**src/rtl/mips_mem_pkg.sv**
```systemverilog
// Shared encodings for the MIPS data-memory access path: access sizes,
// load/store FSM states and the request legality check.
package mips_mem_pkg;

    localparam logic [1:0] SZ_BYTE = 2'b00;
    localparam logic [1:0] SZ_HALF = 2'b01;
    localparam logic [1:0] SZ_WORD = 2'b10;
    localparam logic [1:0] SZ_RSVD = 2'b11;

    typedef enum logic [1:0] {
        ST_IDLE = 2'b00,
        ST_RD   = 2'b01,
        ST_WR   = 2'b10
    } state_t;

    // A request is illegal for a reserved size, a misaligned half or word,
    // or any sub-word size when sub-word support is not built in.
    function automatic logic req_illegal(input logic [1:0] size,
                                         input logic [1:0] addr_lo,
                                         input logic       subword_en);
        logic bad;
        bad = 1'b0;
        case (size)
            SZ_BYTE: bad = !subword_en;
            SZ_HALF: bad = !subword_en || addr_lo[0];
            SZ_WORD: bad = (addr_lo != 2'b00);
            default: bad = 1'b1;
        endcase
        return bad;
    endfunction

endpackage

```
**src/rtl/mem_lane_align.sv**
```systemverilog
// Combinational little-endian lane handling for sub-word accesses:
// load lane select with sign/zero extension, and store lane merge into
// the word read back from memory.
module mem_lane_align
    import mips_mem_pkg::*;
(
    input  logic [1:0]  addr_lo,
    input  logic [1:0]  size,
    input  logic        uns,
    input  logic [31:0] rdata,
    input  logic [31:0] wdata,
    output logic [31:0] load_data,
    output logic [31:0] merge_data
);

    logic [7:0]  byte_sel;
    logic [15:0] half_sel;

    // Pick the addressed byte and half lanes out of the memory word.
    always_comb begin
        byte_sel = rdata[7:0];
        case (addr_lo)
            2'd0: byte_sel = rdata[7:0];
            2'd1: byte_sel = rdata[15:8];
            2'd2: byte_sel = rdata[23:16];
            2'd3: byte_sel = rdata[31:24];
            default: byte_sel = rdata[7:0];
        endcase
        half_sel = addr_lo[1] ? rdata[31:16] : rdata[15:0];
    end

    // Extend the selected lane to a full word; word loads pass through.
    always_comb begin
        load_data = rdata;
        case (size)
            SZ_BYTE: load_data = {{24{~uns & byte_sel[7]}}, byte_sel};
            SZ_HALF: load_data = {{16{~uns & half_sel[15]}}, half_sel};
            default: load_data = rdata;
        endcase
    end

    // Replace the addressed lane of the read word with the store data.
    always_comb begin
        merge_data = rdata;
        case (size)
            SZ_BYTE: begin
                case (addr_lo)
                    2'd0: merge_data[7:0]   = wdata[7:0];
                    2'd1: merge_data[15:8]  = wdata[7:0];
                    2'd2: merge_data[23:16] = wdata[7:0];
                    2'd3: merge_data[31:24] = wdata[7:0];
                    default: merge_data = rdata;
                endcase
            end
            SZ_HALF: begin
                if (addr_lo[1]) merge_data[31:16] = wdata[15:0];
                else            merge_data[15:0]  = wdata[15:0];
            end
            default: merge_data = wdata;
        endcase
    end

endmodule

```
**src/rtl/mem_access_unit.sv**
```systemverilog
// Multi-cycle load/store initiator between the MIPS datapath and a
// word-organised memory (asynchronous read, synchronous write).
// Optional feature macro: MEM_ACCESS_SUBWORD_EN enables byte/half accesses
// (lane-selected loads, read-modify-write stores). Without it only word
// accesses are legal and the lane logic is not built.
// Handshake: a request is taken on a rising edge where i_req && o_ready;
// the unit then completes it with a one-cycle o_done pulse (o_err with it
// when the request was rejected). o_ready is high again in the o_done cycle.
module mem_access_unit
    import mips_mem_pkg::*;
#(
    parameter int DATA_WIDTH = 32,
    parameter int ADDR_WIDTH = 5
) (
    input  logic                  i_clk,
    input  logic                  i_rst_n,
    input  logic                  i_req,
    output logic                  o_ready,
    input  logic                  i_we,
    input  logic [1:0]            i_size,
    input  logic                  i_unsigned,
    input  logic [31:0]           i_addr,
    input  logic [DATA_WIDTH-1:0] i_wdata,
    output logic [DATA_WIDTH-1:0] o_rdata,
    output logic                  o_done,
    output logic                  o_err,
    output logic [ADDR_WIDTH-1:0] o_mem_addr,
    output logic [DATA_WIDTH-1:0] o_mem_wdata,
    output logic                  o_mem_we,
    input  logic [DATA_WIDTH-1:0] i_mem_rdata,
    output logic [1:0]            o_dbg_state
);

`ifdef MEM_ACCESS_SUBWORD_EN
    localparam logic SUBWORD_EN = 1'b1;
`else
    localparam logic SUBWORD_EN = 1'b0;
`endif

    state_t                  state;
    state_t                  state_next;
    logic                    accept;
    logic                    bad_req;
    logic [ADDR_WIDTH+1:0]   addr_q;
    logic [1:0]              size_q;
    logic                    we_q;
    logic [DATA_WIDTH-1:0]   wdata_q;

    assign accept  = i_req && (state == ST_IDLE);
    assign bad_req = req_illegal(i_size, i_addr[1:0], SUBWORD_EN);

`ifdef MEM_ACCESS_SUBWORD_EN
    logic                  uns_q;
    logic [DATA_WIDTH-1:0] merge_q;
    logic [DATA_WIDTH-1:0] load_data;
    logic [DATA_WIDTH-1:0] merge_data;
    logic                  unused_sub;

    mem_lane_align u_lane (
        .addr_lo    (addr_q[1:0]),
        .size       (size_q),
        .uns        (uns_q),
        .rdata      (i_mem_rdata),
        .wdata      (wdata_q),
        .load_data  (load_data),
        .merge_data (merge_data)
    );

    assign o_mem_wdata = (size_q == SZ_WORD) ? wdata_q : merge_q;
    assign unused_sub  = ^i_addr[31:ADDR_WIDTH+2];
`else
    logic unused_word;

    assign o_mem_wdata = wdata_q;
    assign unused_word = ^{i_unsigned, i_addr[31:ADDR_WIDTH+2], addr_q[1:0], size_q};
`endif

    assign o_ready     = (state == ST_IDLE);
    assign o_mem_we    = (state == ST_WR);
    assign o_mem_addr  = addr_q[ADDR_WIDTH+1:2];
    assign o_dbg_state = state;

    // State register; reset drops straight back to IDLE, killing any write.
    always_ff @(posedge i_clk or negedge i_rst_n) begin
        if (!i_rst_n) state <= ST_IDLE;
        else          state <= state_next;
    end

    // Next-state decode: word stores skip the read, everything else reads first.
    always_comb begin
        state_next = state;
        case (state)
            ST_IDLE: begin
                if (accept && !bad_req) begin
                    state_next = (i_we && (i_size == SZ_WORD)) ? ST_WR : ST_RD;
                end
            end
`ifdef MEM_ACCESS_SUBWORD_EN
            ST_RD:   state_next = we_q ? ST_WR : ST_IDLE;
`else
            ST_RD:   state_next = ST_IDLE;
`endif
            ST_WR:   state_next = ST_IDLE;
            default: state_next = ST_IDLE;
        endcase
    end

    // Request capture, load result, merge word and completion pulses.
    always_ff @(posedge i_clk or negedge i_rst_n) begin
        if (!i_rst_n) begin
            addr_q  <= '0;
            size_q  <= SZ_BYTE;
            we_q    <= 1'b0;
            wdata_q <= '0;
            o_rdata <= '0;
            o_done  <= 1'b0;
            o_err   <= 1'b0;
`ifdef MEM_ACCESS_SUBWORD_EN
            uns_q   <= 1'b0;
            merge_q <= '0;
`endif
        end else begin
            o_done <= 1'b0;
            o_err  <= 1'b0;
            if (accept) begin
                addr_q  <= i_addr[ADDR_WIDTH+1:0];
                size_q  <= i_size;
                we_q    <= i_we;
                wdata_q <= i_wdata;
`ifdef MEM_ACCESS_SUBWORD_EN
                uns_q   <= i_unsigned;
`endif
                if (bad_req) begin
                    o_done <= 1'b1;
                    o_err  <= 1'b1;
                end
            end
            case (state)
                ST_RD: begin
                    if (!we_q) begin
`ifdef MEM_ACCESS_SUBWORD_EN
                        o_rdata <= load_data;
`else
                        o_rdata <= i_mem_rdata;
`endif
                        o_done  <= 1'b1;
                    end
`ifdef MEM_ACCESS_SUBWORD_EN
                    else begin
                        merge_q <= merge_data;
                    end
`endif
                end
                ST_WR:   o_done <= 1'b1;
                default: ;
            endcase
        end
    end

endmodule
```
**config.mk**
```make
export PLATFORM = sky130hd
export DESIGN_NAME = mem_access_unit
export DESIGN_NICKNAME = d
export VERILOG_FILES = /design/src/rtl/mips_mem_pkg.sv /design/src/rtl/mem_lane_align.sv /design/src/rtl/mem_access_unit.sv
export SDC_FILE = /design/constraint.sdc
export NUM_CORES = 1
export LEC_CHECK = 0
export ABC_AREA = 1
export ABC_CLOCK_PERIOD_IN_PS = 1680
export BUFFER_PORTS_ARGS = -buffer_cell sky130_fd_sc_hd__buf_2
export CAP_MARGIN = 5
export CORE_UTILIZATION = 25
export DETAILED_ROUTE_END_ITERATION = 10
export PLACE_DENSITY = 0.6
export SYNTH_ARGS = -nofsm -noshare
export SYNTH_HDL_FRONTEND = slang
export SYNTH_HIERARCHICAL = 1
export SYNTH_SLANG_ARGS = --single-unit
```
**constraint.sdc**
```tcl
create_clock -name i_clk -period 1.68 [get_ports i_clk]
set_clock_uncertainty 0.1 [all_clocks]
set_input_delay 0.168 -clock i_clk [delete_from_list [all_inputs] [get_ports i_clk]]
set_output_delay 0.168 -clock i_clk [all_outputs]
set_load 0.01 [all_outputs]
```
* Word level (Yosys, flattened, before mapping)
Cells that the tools add are included. W data, S select, Z words.
Storage, ports and cells: register bits after elaboration 76, input bits 103, output and inout bits 75, word-level logic and storage cells 27
Cells by class: equality and inequality tests 4, multiplexer cells 8, bitwise gates (word level) 1, reductions and logical operators 7
Operators by type and width (count):
- $mux W2 | 3
- $eq A2 B2 Y1 const B | 2
- $mux W1 | 4
- $logic_and A1 B1 Y1 | 3
- $eq A2 B1 Y1 const B | 1
- $logic_not A2 Y1 | 1
- $ne A2 B1 Y1 const B | 1
- $pmux W1 S2 | 1
- $reduce_and A2 Y1 | 1
- $reduce_bool A2 Y1 | 1
- $logic_not A1 Y1 | 1
- $not A1 Y1 | 1

* Logic depth before layout (Yosys ltp)
depth in word-level cells 6, mapped depth 8, gate-level depth less buffers 7

* Worst setup path after synthesis
No wires, ideal clock.
kind flip-flop to flip-flop, start point register state[0], in the netlist o_dbg_state[0], end point register state[0], in the netlist o_dbg_state[0], data arrival time 1238 ps, path slack 276 ps, stages on the path, launching flop included 8, period minus slack after synthesis 1404 ps, cells stage by stage dfrtp_1 -> inv_1 -> ha_1 -> nand2_1 -> inv_2 -> buf_6 -> nand4_1 -> nand2_1
On the way: longest elaborated chain between the ends 4
Ends and longest elaborated chain:
- from (decl) | RTL line mem_access_unit.sv:40 | state_t state;
- from (signal assigned) | RTL line mem_access_unit.sv:86 | else state <= state_next;
- $logic_not A2 Y1 (*)
- named net o_ready | RTL line mem_access_unit.sv:18 | output logic o_ready,
- $logic_and A1 B1 Y1 | RTL line mem_access_unit.sv:49 | assign accept = i_req && (state == ST_IDLE);
- $logic_and A1 B1 Y1 | RTL line mem_access_unit.sv:94 | if (accept && !bad_req) begin
- $ne A2 B1 Y1 (no line)
Mark *: on every way through the listed nets, which the timed path passes. The rest lies on a longest branch. A chain may end at the register's enable or synchronous reset.

* Final worst setup path
start point register state[1], in the netlist o_dbg_state[1], end point register o_rdata[15]
On the way: longest elaborated chain between the ends 2
Ends and longest elaborated chain:
- $eq A2 B1 Y1 | RTL line mem_access_unit.sv:138 | case (state)
- $reduce_and A2 Y1 (no line)
- to (signal assigned) | RTL line mem_access_unit.sv:144 | o_rdata <= i_mem_rdata;
- to (decl) | RTL line mem_access_unit.sv:24 | output logic [DATA_WIDTH-1:0] o_rdata,
Every way passes these cells.

==> out/metrics.csv <==
metric,value,unit
status,"complete, no violations",
rows,39,
drtAntennaViolNets,0,
fin_ws,0.111,ns
timing.rr.start,o_dbg_state[1]$_DFFE_PN0P_,
yosysTopAreaCell,dfrtp_1,
r2r-end,o_rdata[15]$_DFFE_PN0P_,
numCtsBuffers,9,
gp_congestion,0.730,
critical_path_peak_fanout,32,
vdd_ir_drop_max,0.761,mV
drt_iter0_markers,90,
clkTransAtPathRegs,0.06,ns
htree_num_levels,3,
via_count,2899,
ys_seq_area_frac,0.637,
rrSetupSlack,0.11,ns
post_drt_wl_per_cell,11.8,um
leakage,2.68,nW
grt_pass1_vias,2791,
dr_wl_met3,561,um
grt_max_degree,40,
start_kind,flip-flop,
remaining_drc_errors,0,
design.core.area,11400,um^2
nFillCells,1086,
worst_pin_slew,0.365,ns
power_density,1490,nW/um^2
hold_path_class,primary input to flip-flop,
drive_gt1_frac,0.318,
worstHoldStart,i_size[0],
finalHoldViolCount,0,
tns,0,ns
fin_crit_sh,0.934,
drt_pre_antenna_iters,4,
hpwl,5020,um
cts.sinks,74,
grt_pass1_wl,12600,um
worstHoldEndpoint,o_dbg_state[1]$_DFFE_PN0P_,
cp-end-kind,flip-flop,
power,7.13,mW
path_class,flip-flop to flip-flop,
netlist_area,2910,um^2
postSynthAreaPerCell,8.98,um^2
relSlewSlack,0.757,
cp.arrival,1.68,ns
die-area,12100,um^2
synth_top_area_frac,0.637,
period_needed,1.57,ns
routed_wl,8230,um
fmaxAchievable,0.637,GHz
regArea,1850,um^2
layout.nets,658,
postCtsSetupBuffers,0,
slew_viol_final,0,
holdPathStages,4,
final_util,0.422,
die_width,110,um
rr_worst_depth,7,
synth_area_leaders,"dfrtp_1 (64%), nand2_1 (28%), buf_6 (2.7%), ha_1 (1.3%), buf_4 (0.77%)",
antenna_found_initial,0,
routed.top_layer,met4,
port_buffers,151,
clockBufferDepth,2,
clk_latency,0.33,ns
synth.distinct_cells,15,
area_growth,64.9,%
synthCells,324,
multi_input_area,907,um^2
tritoncts,yes,
cts_root_buf,clkbuf_16,
synth_warnings,6,
cap_viol_max_count,0,
via_per_inst,4.14,
synth-seq-cells,74,
n_antenna_cell,0,
grt-ovfl-total,0,
grt_usage,0.140,
wl_met2,3950,um
critPathRequiredTime,1.79,ns
start_util,0.256,
setup_viol_count_final,0,
dpl_worst_slack,0.153,ns
die_h,110,um
synth_fp_nets,430,
num_io_pins,178,
grt_setup_unrepaired,false,
wl_met1,3510,um
[what timing repair did]
item,CTS,global route
endpoints found under the hold margin,144,0
endpoints found under the setup margin,0,1
gates resized for setup,0,1
hold buffers,71,0
[synth_stat cells, drive strengths merged]
cell,number
o21ai,2
nor2,3
ha,3
nand3,4
nand2,214
dfrtp,74
nand4,2
buf,14
inv,7
a21oi,1
[critical path: stages (launching register included)]
cell and delay, ns:
dfrtp_1 0.42, inv_1 0.10, ha_1 0.16, inv_2 0.05, nor2_4 0.24, inv_4 0.20
nand2_1 0.11, nand2_1 0.07
[how the worst max path moves through the flow]
stage	start	end	slack, ns	cells past startpoint
after global placement	o_dbg_state[1]$_DFFE_PN0P_	o_rdata[13]$_DFFE_PN0P_	0.22	7
final	o_dbg_state[1]$_DFFE_PN0P_	o_rdata[15]$_DFFE_PN0P_	0.11	7
after detailed placement	o_dbg_state[1]$_DFFE_PN0P_	o_rdata[2]$_DFFE_PN0P_	0.15	7
after CTS	o_dbg_state[1]$_DFFE_PN0P_	o_rdata[2]$_DFFE_PN0P_	0.14	7
after floorplan	o_dbg_state[0]$_DFFE_PN0P_	o_dbg_state[0]$_DFFE_PN0P_	0.28	7
after global routing	o_dbg_state[1]$_DFFE_PN0P_	o_rdata[13]$_DFFE_PN0P_	0.02	7
[area by class of cell]
type | instances | share of cell area
Inverter | 7 | 0.00600
Multi-Input combinational cell | 229 | 0.189
Clock buffer | 13 | 0.0522
Clock inverter | 3 | 0.00313
Sequential cell | 74 | 0.386
Tap cell | 143 | 0.0373
Timing Repair Buffer | 231 | 0.326
[cells by family (layout without fill, tap and decap cells)]
logic type / after synthesis / after routing / share of synthesized area
simple gates: 223 / 223 / 0.294
compound gates: 3 / 3 / 0.00516
fa+ha+maj: 3 / 3 / 0.0129
buf+inv: 21 / 254 / 0.0516
flops: 74 / 74 / 0.637
[registers in the layout, indices dropped and copies added, names as in the netlist]
register     cells
o_done           1
o_mem_wdata     32
we_q             1
addr_q           5
o_err            1
o_rdata         32
o_dbg_state      2
[power breakdown]
part	switching [mW]	total, mW	internal [mW]
Combinational	1.43	2.50	1.07
Clock	0.692	1.72	1.03
Sequential	0.394	2.91	2.51
[placed cells by master (no fill, tap or decap), types with 2 or more instances in the layout]
cell	synthesis	final
buf_12	0	2
buf_2	4	150
buf_4	3	7
clkbuf_1	0	3
clkbuf_16	0	9
clkinv_2	0	3
dfrtp_1	74	74
dlygate4sd3_1	0	71
ha_1	3	3
inv_1	4	4
inv_2	2	2
nand2_1	214	214
nand3_1	4	4
nand4_1	2	2
nor2_1	2	2
o21ai_0	2	2
[per-layer routing]
| metal | track usage | up-vias |
|---|---|---|
| met1 | 0.151 | 1340 |
| met5 | 0 | - |
| met3 | 0.0474 | 16 |
| met2 | 0.240 | 111 |
| li1 | - | 1432 |
| met4 | 0.0790 | 0 |
[per-stage QoR]
step,hold slack (ns),cell area (um^2),instances
6_report,0.0526,4800,700
5_1_grt,0.0638,4800,700
4_1_cts,0.0328,4790,700
3_5_place_dp,-0.0961,3820,613
3_3_place_gp,-0.0969,3820,613
2_1_floorplan,-0.228,2910,324
(Power assumes the default switching activity.)
